--- config.mk ---
export PLATFORM = sky130hd
export DESIGN_NAME = mdio_master_gen
export DESIGN_NICKNAME = d
export VERILOG_FILES = /design/src/rtl/mdio_master_gen.sv
export SDC_FILE = /design/constraint.sdc
export NUM_CORES = 1
export LEC_CHECK = 0
export ABC_AREA = 0
export ABC_CLOCK_PERIOD_IN_PS = 6900
export CORE_MARGIN = 2
export CORE_UTILIZATION = 40
export DETAILED_ROUTE_END_ITERATION = 16
export PLACE_DENSITY = 0.65
export SLEW_MARGIN = 15
export SYNTH_ARGS = -nofsm -noshare
export SYNTH_HDL_FRONTEND = slang
export SYNTH_SLANG_ARGS = --single-unit
--- constraint.sdc ---
create_clock -name clk -period 6.9 [get_ports clk]
set_input_delay 2.07 -clock clk [delete_from_list [all_inputs] [get_ports clk]]
set_output_delay 2.07 -clock clk [all_outputs]
set_load 0.01 [all_outputs]
--- src/rtl/mdio_master_gen.sv ---
// mdio_master_gen
//   MDIO management master with a command queue. Frames pushed on T_DATA are
//   queued and then sent one at a time. Each frame is sent as PRE_LEN
//   preamble ones followed by the 32 frame bits, MSB first. MDC is generated
//   from clk. For read opcodes the MDIO line is released from turnaround
//   onwards, and the 16 data bits from the PHY are captured into RD_DATA.
//
// Parameters
//   DIV      MDC half-period in clk cycles (>=1); one MDIO bit = 2*DIV clk
//   PRE_LEN  preamble length in bits (0..32)
//   QDEPTH   command queue depth (power of two, >=2)
//
// Ports
//   clk, rst           system clock, asynchronous active-high reset
//   T_DATA, MDIO_START frame word and its push strobe
//   CMD_READY, Q_LEVEL queue not full, queue occupancy
//   BUSY               a frame is in progress
//   MDIO_IN            MDIO pad input (already synchronised outside)
//   RD_DATA, DATA_RDY  last read data and its one-clk update pulse
//   MDC, MDIO_OE, MDIO_OUT  management clock and MDIO pad drive
module mdio_master_gen #(
  parameter int DIV     = 2,
  parameter int PRE_LEN = 32,
  parameter int QDEPTH  = 4
) (
  input  logic                       clk,
  input  logic                       rst,
  input  logic [31:0]                T_DATA,
  input  logic                       MDIO_START,
  output logic                       CMD_READY,
  output logic [$clog2(QDEPTH):0]    Q_LEVEL,
  output logic                       BUSY,
  input  logic                       MDIO_IN,
  output logic [15:0]                RD_DATA,
  output logic                       DATA_RDY,
  output logic                       MDC,
  output logic                       MDIO_OE,
  output logic                       MDIO_OUT
);

  localparam int AW = $clog2(QDEPTH);
  localparam int CW = $clog2(2 * DIV);
  localparam logic [CW-1:0] HALF = CW'(DIV - 1);
  localparam logic [CW-1:0] FULL = CW'(2 * DIV - 1);

  typedef enum logic [2:0] {IDLE, LOAD, PRE, HDR, TA, DATA, DONE} state_t;

  // ---------------- command queue ----------------
  logic [31:0] mem [QDEPTH];
  logic [AW-1:0] wr_ptr_reg, rd_ptr_reg;
  logic [AW:0]   level_reg;
  logic          push, pop;
  logic [31:0]   head;
  state_t        state_reg;

  assign push      = MDIO_START && CMD_READY;
  assign pop       = (state_reg == LOAD);
  assign head      = mem[rd_ptr_reg];
  assign CMD_READY = (level_reg != (AW+1)'(QDEPTH));
  assign Q_LEVEL   = level_reg;

  always_ff @(posedge clk) begin
    if (push) mem[wr_ptr_reg] <= T_DATA;
  end

  always_ff @(posedge clk or posedge rst) begin
    if (rst) begin
      wr_ptr_reg <= '0;
      rd_ptr_reg <= '0;
      level_reg  <= '0;
    end else begin
      if (push) wr_ptr_reg <= wr_ptr_reg + AW'(1);
      if (pop)  rd_ptr_reg <= rd_ptr_reg + AW'(1);
      if (push && !pop)      level_reg <= level_reg + (AW+1)'(1);
      else if (pop && !push) level_reg <= level_reg - (AW+1)'(1);
    end
  end

  // ---------------- frame engine ----------------
  logic [CW-1:0] cnt_reg;
  logic [6:0]    bit_idx_reg;   // index of the bit on the line, preamble included
  logic [31:0]   sreg_reg;
  logic [15:0]   cap_reg;
  logic          is_read_reg;
  logic          mdc_reg, oe_reg, out_reg, rdy_reg;
  logic [15:0]   rd_data_reg;

  logic [6:0]  nxt_idx;
  logic [31:0] sreg_sh;

  assign nxt_idx = bit_idx_reg + 7'd1;
  // The shift register only advances once frame bits are being sent. During
  // the preamble its MSB stays parked for the first header bit.
  assign sreg_sh = (int'(bit_idx_reg) >= PRE_LEN) ? {sreg_reg[30:0], 1'b0} : sreg_reg;

  function automatic state_t phase_of(input logic [6:0] n);
    int v;
    v = int'(n);
    if (v < PRE_LEN)           return PRE;
    else if (v < PRE_LEN + 14) return HDR;
    else if (v < PRE_LEN + 16) return TA;
    else if (v < PRE_LEN + 32) return DATA;
    else                       return DONE;
  endfunction

  always_ff @(posedge clk or posedge rst) begin
    if (rst) begin
      state_reg   <= IDLE;
      cnt_reg     <= '0;
      bit_idx_reg <= '0;
      sreg_reg    <= '0;
      cap_reg     <= '0;
      is_read_reg <= 1'b0;
      mdc_reg     <= 1'b0;
      oe_reg      <= 1'b0;
      out_reg     <= 1'b0;
      rdy_reg     <= 1'b0;
      rd_data_reg <= '0;
    end else begin
      rdy_reg <= 1'b0;
      case (state_reg)
        IDLE: if (level_reg != '0) state_reg <= LOAD;
        LOAD: begin
          sreg_reg    <= head;
          is_read_reg <= head[29];
          cnt_reg     <= '0;
          bit_idx_reg <= '0;
          mdc_reg     <= 1'b0;
          oe_reg      <= 1'b1;
          out_reg     <= (PRE_LEN > 0) ? 1'b1 : head[31];
          state_reg   <= phase_of(7'd0);
        end
        DONE: state_reg <= IDLE;
        default: begin
          // Rising MDC mid-bit; this is also the read sampling point.
          if (cnt_reg == HALF) begin
            mdc_reg <= 1'b1;
            if (state_reg == DATA) cap_reg <= {cap_reg[14:0], MDIO_IN};
          end
          if (cnt_reg == FULL) begin
            // Falling MDC: move to the next bit.
            cnt_reg     <= '0;
            mdc_reg     <= 1'b0;
            bit_idx_reg <= nxt_idx;
            sreg_reg    <= sreg_sh;
            out_reg     <= (int'(nxt_idx) < PRE_LEN) ? 1'b1 : sreg_sh[31];
            state_reg   <= phase_of(nxt_idx);
            if (int'(nxt_idx) == PRE_LEN + 32) begin
              oe_reg <= 1'b0;
              if (is_read_reg) begin
                rd_data_reg <= cap_reg;
                rdy_reg     <= 1'b1;
              end
            end else if (is_read_reg && int'(nxt_idx) >= PRE_LEN + 14) begin
              oe_reg <= 1'b0;   // the PHY owns the line from turnaround onward
            end
          end else begin
            cnt_reg <= cnt_reg + CW'(1);
          end
        end
      endcase
    end
  end

  assign BUSY     = (state_reg != IDLE);
  assign MDC      = mdc_reg;
  assign MDIO_OE  = oe_reg;
  assign MDIO_OUT = out_reg;
  assign RD_DATA  = rd_data_reg;
  assign DATA_RDY = rdy_reg;

endmodule

======== Word-level counts from Yosys, hierarchy flattened ========
Memories as Yosys holds them, arrays and structs flattened.
Index checks and enable logic that the tools add are counted.
cells by class
  bitwise gates (word level) .............. 2
  $add $sub $neg .......................... 6
  muxes and demuxes ....................... 32
  magnitude comparators ................... 6
  eq/ne operators ......................... 8
  reduce and logical (&&, ||, !) cells .... 24
operators with widths
  cell                   number
  $mux W32               2
  $pmux W32 S2           1
  $lt A7 B6 Y1 const B   3
  $mux W3                6
  $ge A7 B6 Y1 const B   2
  $pmux W7 S2            1
  $mux W1                13
  $reduce_bool A3 Y1     4
  $pmux W3 S3            1
  $reduce_and A3 Y1      3
  $add A7 B1 Y7 const B  1
  $eq A7 B7 Y1 const B   1
  $lt A7 B7 Y1 const B   1
  $mux W7                1
  $add A2 B1 Y2 const B  3
  $eq A3 B3 Y1 const B   2
  $mux W2                3
  $pmux W1 S2            3
  $reduce_and A2 Y1      3
  $reduce_bool A2 Y1     3
  $logic_and A1 B1 Y1    4
  $pmux W2 S2            1
  $reduce_and A4 Y1      1
  $reduce_bool A4 Y1     1
  12 further kinds       14
storage, ports and cells
  logic and storage cells ................. 94
  output and inout bits ................... 25
  bits in registers ....................... 88
  memories ................................ 1
  memory bits (writable) .................. 128
memory list
  name  words  width  rd ports  clocked after memory_dff  wr ports  RTL line  text
  mem   4      32     1         0                         1         49        logic [31:0] mem [QDEPTH];

======== Logic depth before layout (Yosys ltp) ========
  word-level depth ........................ 8
  gate-level depth with buffers ........... 12
  depth with buffers taken out ............ 9

======== Worst setup path after synthesis ========
Ideal clock, no wire load.
  path type ............................... input-to-reg
  from .................................... input MDIO_START
  to ...................................... register level_reg[2], in the netlist Q_LEVEL[2]
  setup slack ............................. 3544 ps
  stages .................................. 7
  buffers on the path ..................... 0
  required time ........................... 6821 ps
  setup time .............................. 79 ps
  data arrival time ....................... 3277 ps
  path through ............................ and2_0 ha_1 inv_1 fa_1 xor2_1 nor2_1 xor2_1
on the way
  word-level cells in the longest chain between the ends .. 4
RTL lines
  what                                 RTL line  text
  start, declared                      29        input logic MDIO_START,
  $logic_and A1 B1 Y1 *                56        assign push = MDIO_START && CMD_READY;
  $logic_not A1 Y1                     75        else if (pop && !push) level_reg <= level_reg - (AW+1)'(1);
  $logic_and A1 B1 Y1                  75
  $reduce_bool A2 Y1 (no source line)  n/a
  end signal, assigned                 74        if (push && !pop) level_reg <= level_reg + (AW+1)'(1);
  end signal, assigned                 75
  end, declared                        51        logic [AW:0] level_reg;
Mark *: on every way between the ends. The rest lies on a longest branch, timed or not.
A chain may end at the register's enable or synchronous reset.

======== Worst setup path after layout ========
  from .................................... register state_reg[1]
  to ...................................... output BUSY
on the way
  word-level cells in the longest chain between the ends .. 1
RTL lines
  what                    RTL line  text
  start, declared         54        state_t state_reg;
  start signal, assigned  131       state_reg <= phase_of(7'd0);
  start signal, assigned  147       state_reg <= phase_of(nxt_idx);
  $reduce_bool A3 Y1      165       assign BUSY = (state_reg != IDLE);
  end, declared           32        output logic BUSY,
Every way passes these cells.

==> out/results.ini <==
[cells_and_area]
seq_area_um2=6050
multi_input_comb_area_um2=2660
layout-drive-gt1-share_pct=19.5
diodes=0
nNetsFinal=667
final_util_pct=48.4
syn_to_final_growth_pct=18.7
largest_reg_flops=128
fillers=1897
fin_cells=917

[global_routing]
grt_max_degree=67
overflow=0
antenna_found_initial=0
grt_usage_pct=13.5
grt_pass1_vias=4995
grt_first_pass_wirelength_um=25800

[clocking]
htreeDepth=1
cts_tree=done
insertion_delay_ns=0.52
clk_pin_slew_ns=0.06
root_buffer=clkbuf_16
cts_buffer_depth=3
cts.repair.resized=0
cts.sinks=216
postCtsHoldBufs=0
post-cts-setup-buffer-count=0
cts_made_buffers=23

[sta]
skew_ns=0.00945
setup_viol=0
grt_setup_unrepaired=false
slew_viol_final=0
hold_viol=0
finalCritPeriodShare_pct=62.9
max_freq_mhz=230
hold_slack_ns=0.462
final.min_clock_period_ns=4.34
fin_setup_tns_ns=0
max_slew_margin_pct=33.0
worst_pin_slew_ns=1.00

[drt]
wl_met2_um=7890
vias=4730
firstDrtPassIters=4
drt-initial-drc-count=230
wl_um=15500
antenna_left=0
routedWlPerCell_um=16.8
wl_met1_um=6620
drt-vias-per-instance=5.16
routed.top_layer=met4
drc=0
dr_wl_met3_um=589

[yosys]
synth_area_leader_cell=edfxtp_1
syn_avg_cell_area_um2=16.0
ys_ff_latch=216
async_flop_share_pct=40.7
yosys_most_used_dff=edfxtp_1
synth.yosys.seq_area_share_pct=67.8
syn_area_um2=8920
syn_inst=559
synth_nets=606
synth_top_area_share_pct=43.1
synth_area_leaders=edfxtp_1 (43%), dfrtp_1 (25%), mux4_2 (8.1%), mux2i_1 (3.4%), mux2_2 (3.0%)
ys.warnings.count=0
synth_cell_types=57
synth_edf_count=128

[placed_design]
place.port_buffers=60
dp.cells=875
post-dp-hpwl_um=9320
globalplace.congestion=0.794

[power]
p_leak_uw=0.00414
vdd_ir_drop_max_v=0.000204
power_density_nw_per_um2=300
power.total_uw=3180

[critical_path]
crit_type=reg -> out
cp_max_fo=20
cp.required_ns=4.83
slowest_stage=dfrtp_1
slowest_delay_ns=0.57
crit_arrival_ns=2.27
path_cells=or2_2 -> nor2_1 -> inv_1 -> clkdlybuf4s50_1
cp-start-kind=flop
worstSetupEndpointType=primary output

[floorplan]
die_w_um=153
initial_core_util_pct=40.8
io_pins=61
dieArea_um2=23500
die_y_um=153
num_rows=54
core_um2=21900

[worst_hold_path]
hold_path_class=reg -> reg

[run]
cap_violations=0

[outcome]
status=finished clean

## area by class of cell
| type | count | area share, % |
|---|---|---|
| clock buffer | 31 | 6.19 |
| clock inverter | 11 | 1.44 |
| inverter | 13 | 0.472 |
| multi-input combinational | 296 | 25.1 |
| sequential | 216 | 57.1 |
| tap | 280 | 3.31 |
| timing repair buffer | 70 | 6.38 |
## worst max-delay path, delay by kind of cell, from the launching register on
kind | cells | cell delay, ns
buf+inv | 2 | 0.56
flops | 1 | 0.57
simple gates | 2 | 0.63
## report_power, final
part,internal [uW],switching (uW),leakage [uW]
combinational,125,175,0.00148
clock,784,497,0.000394
sequential,1550,44.8,0.00226
## synth_stat cells, drive strengths merged (3+ instances only)
| cell type | number |
|---|---|
| edfxtp | 128 |
| dfrtp | 88 |
| nand2 | 51 |
| o21ai | 49 |
| mux2 | 33 |
| mux4 | 32 |
| mux2i | 30 |
| buf | 17 |
| clkbuf | 17 |
| nor2 | 15 |
| inv | 13 |
| a21oi | 10 |
| ha | 10 |
| nand3 | 10 |
| xor2 | 7 |
| and3 | 6 |
| xnor2 | 5 |
| nor2b | 3 |
| o21a | 3 |
## path summary, 6_finish.rpt
| check | end | slack, ns | depth (start not counted) | startpoint |
|---|---|---|---|---|
| max reg2reg | Q_LEVEL[1]$_DFFE_PP0P_ | 3.88 | 8 | state_reg[1]$_DFFE_PP0P_ |
| max | BUSY | 2.56 | 4 | state_reg[1]$_DFFE_PP0P_ |
| min | MDIO_OE$_DFFE_PP0P_ | 0.46 | 1 | is_read_reg$_DFFE_PP0P_ |
| min reg2reg | MDIO_OE$_DFFE_PP0P_ | 0.46 | 1 | is_read_reg$_DFFE_PP0P_ |
| min in group asynchronous | RD_DATA[2]$_DFFE_PP0P_ | 2.08 | 2 | rst |
| max in group asynchronous | MDIO_OE$_DFFE_PP0P_ | 3.87 | 3 | rst |
## metal layers
metal  up-vias  GRT usage [%]
li1       2215              -
met4         0           3.93
met3        26           2.67
met5         -              0
met1      2393           17.1
met2        96           23.6
## logic make-up after synthesis
kind of cell / after synthesis / synth area share, %
AOI/OAI and AO/OA: 81 / 5.58
buffers and inverters: 47 / 2.50
xor gates and xnor gates: 12 / 1.26
adders and majority gates: 11 / 1.63
and+or+nand+nor: 97 / 5.29
DFF: 216 / 67.8
muxes: 95 / 16.0
## cell usage in the layout, fill, tap and decap left out, types with 2 or more instances in the layout
cell,synthesis,layout
nor2_4,1,2
nand3_1,9,9
o22ai_1,2,2
o21a_1,3,3
mux2_2,24,24
a221oi_1,2,2
nand2_1,51,51
clkdlybuf4s50_1,0,60
nor2_1,14,13
clkbuf_1,16,3
ha_1,10,10
clkinv_2,0,3
mux2_4,9,9
nor2b_1,3,3
xor2_1,6,6
nand3b_1,2,2
clkbuf_8,0,5
dfrtp_1,88,87
clkinv_4,0,2
a21oi_1,10,10
bufinv_16,0,3
buf_4,5,10
xnor2_1,5,5
clkinv_1,0,2
edfxtp_1,128,128
o21ai_0,49,49
mux2i_1,30,30
a31oi_1,2,2
clkbuf_16,0,23
inv_1,13,12
and3_1,5,5
mux4_2,32,32
## through the flow
stage          area, um^2  setup slack [ns]
2_1_floorplan        8920              2.55
3_3_place_gp         9780              2.95
3_5_place_dp         9780              2.82
4_1_cts             10600              2.55
5_1_grt             10600              2.40
6_report            10600              2.56
Power figures use the tool's default switching activity.
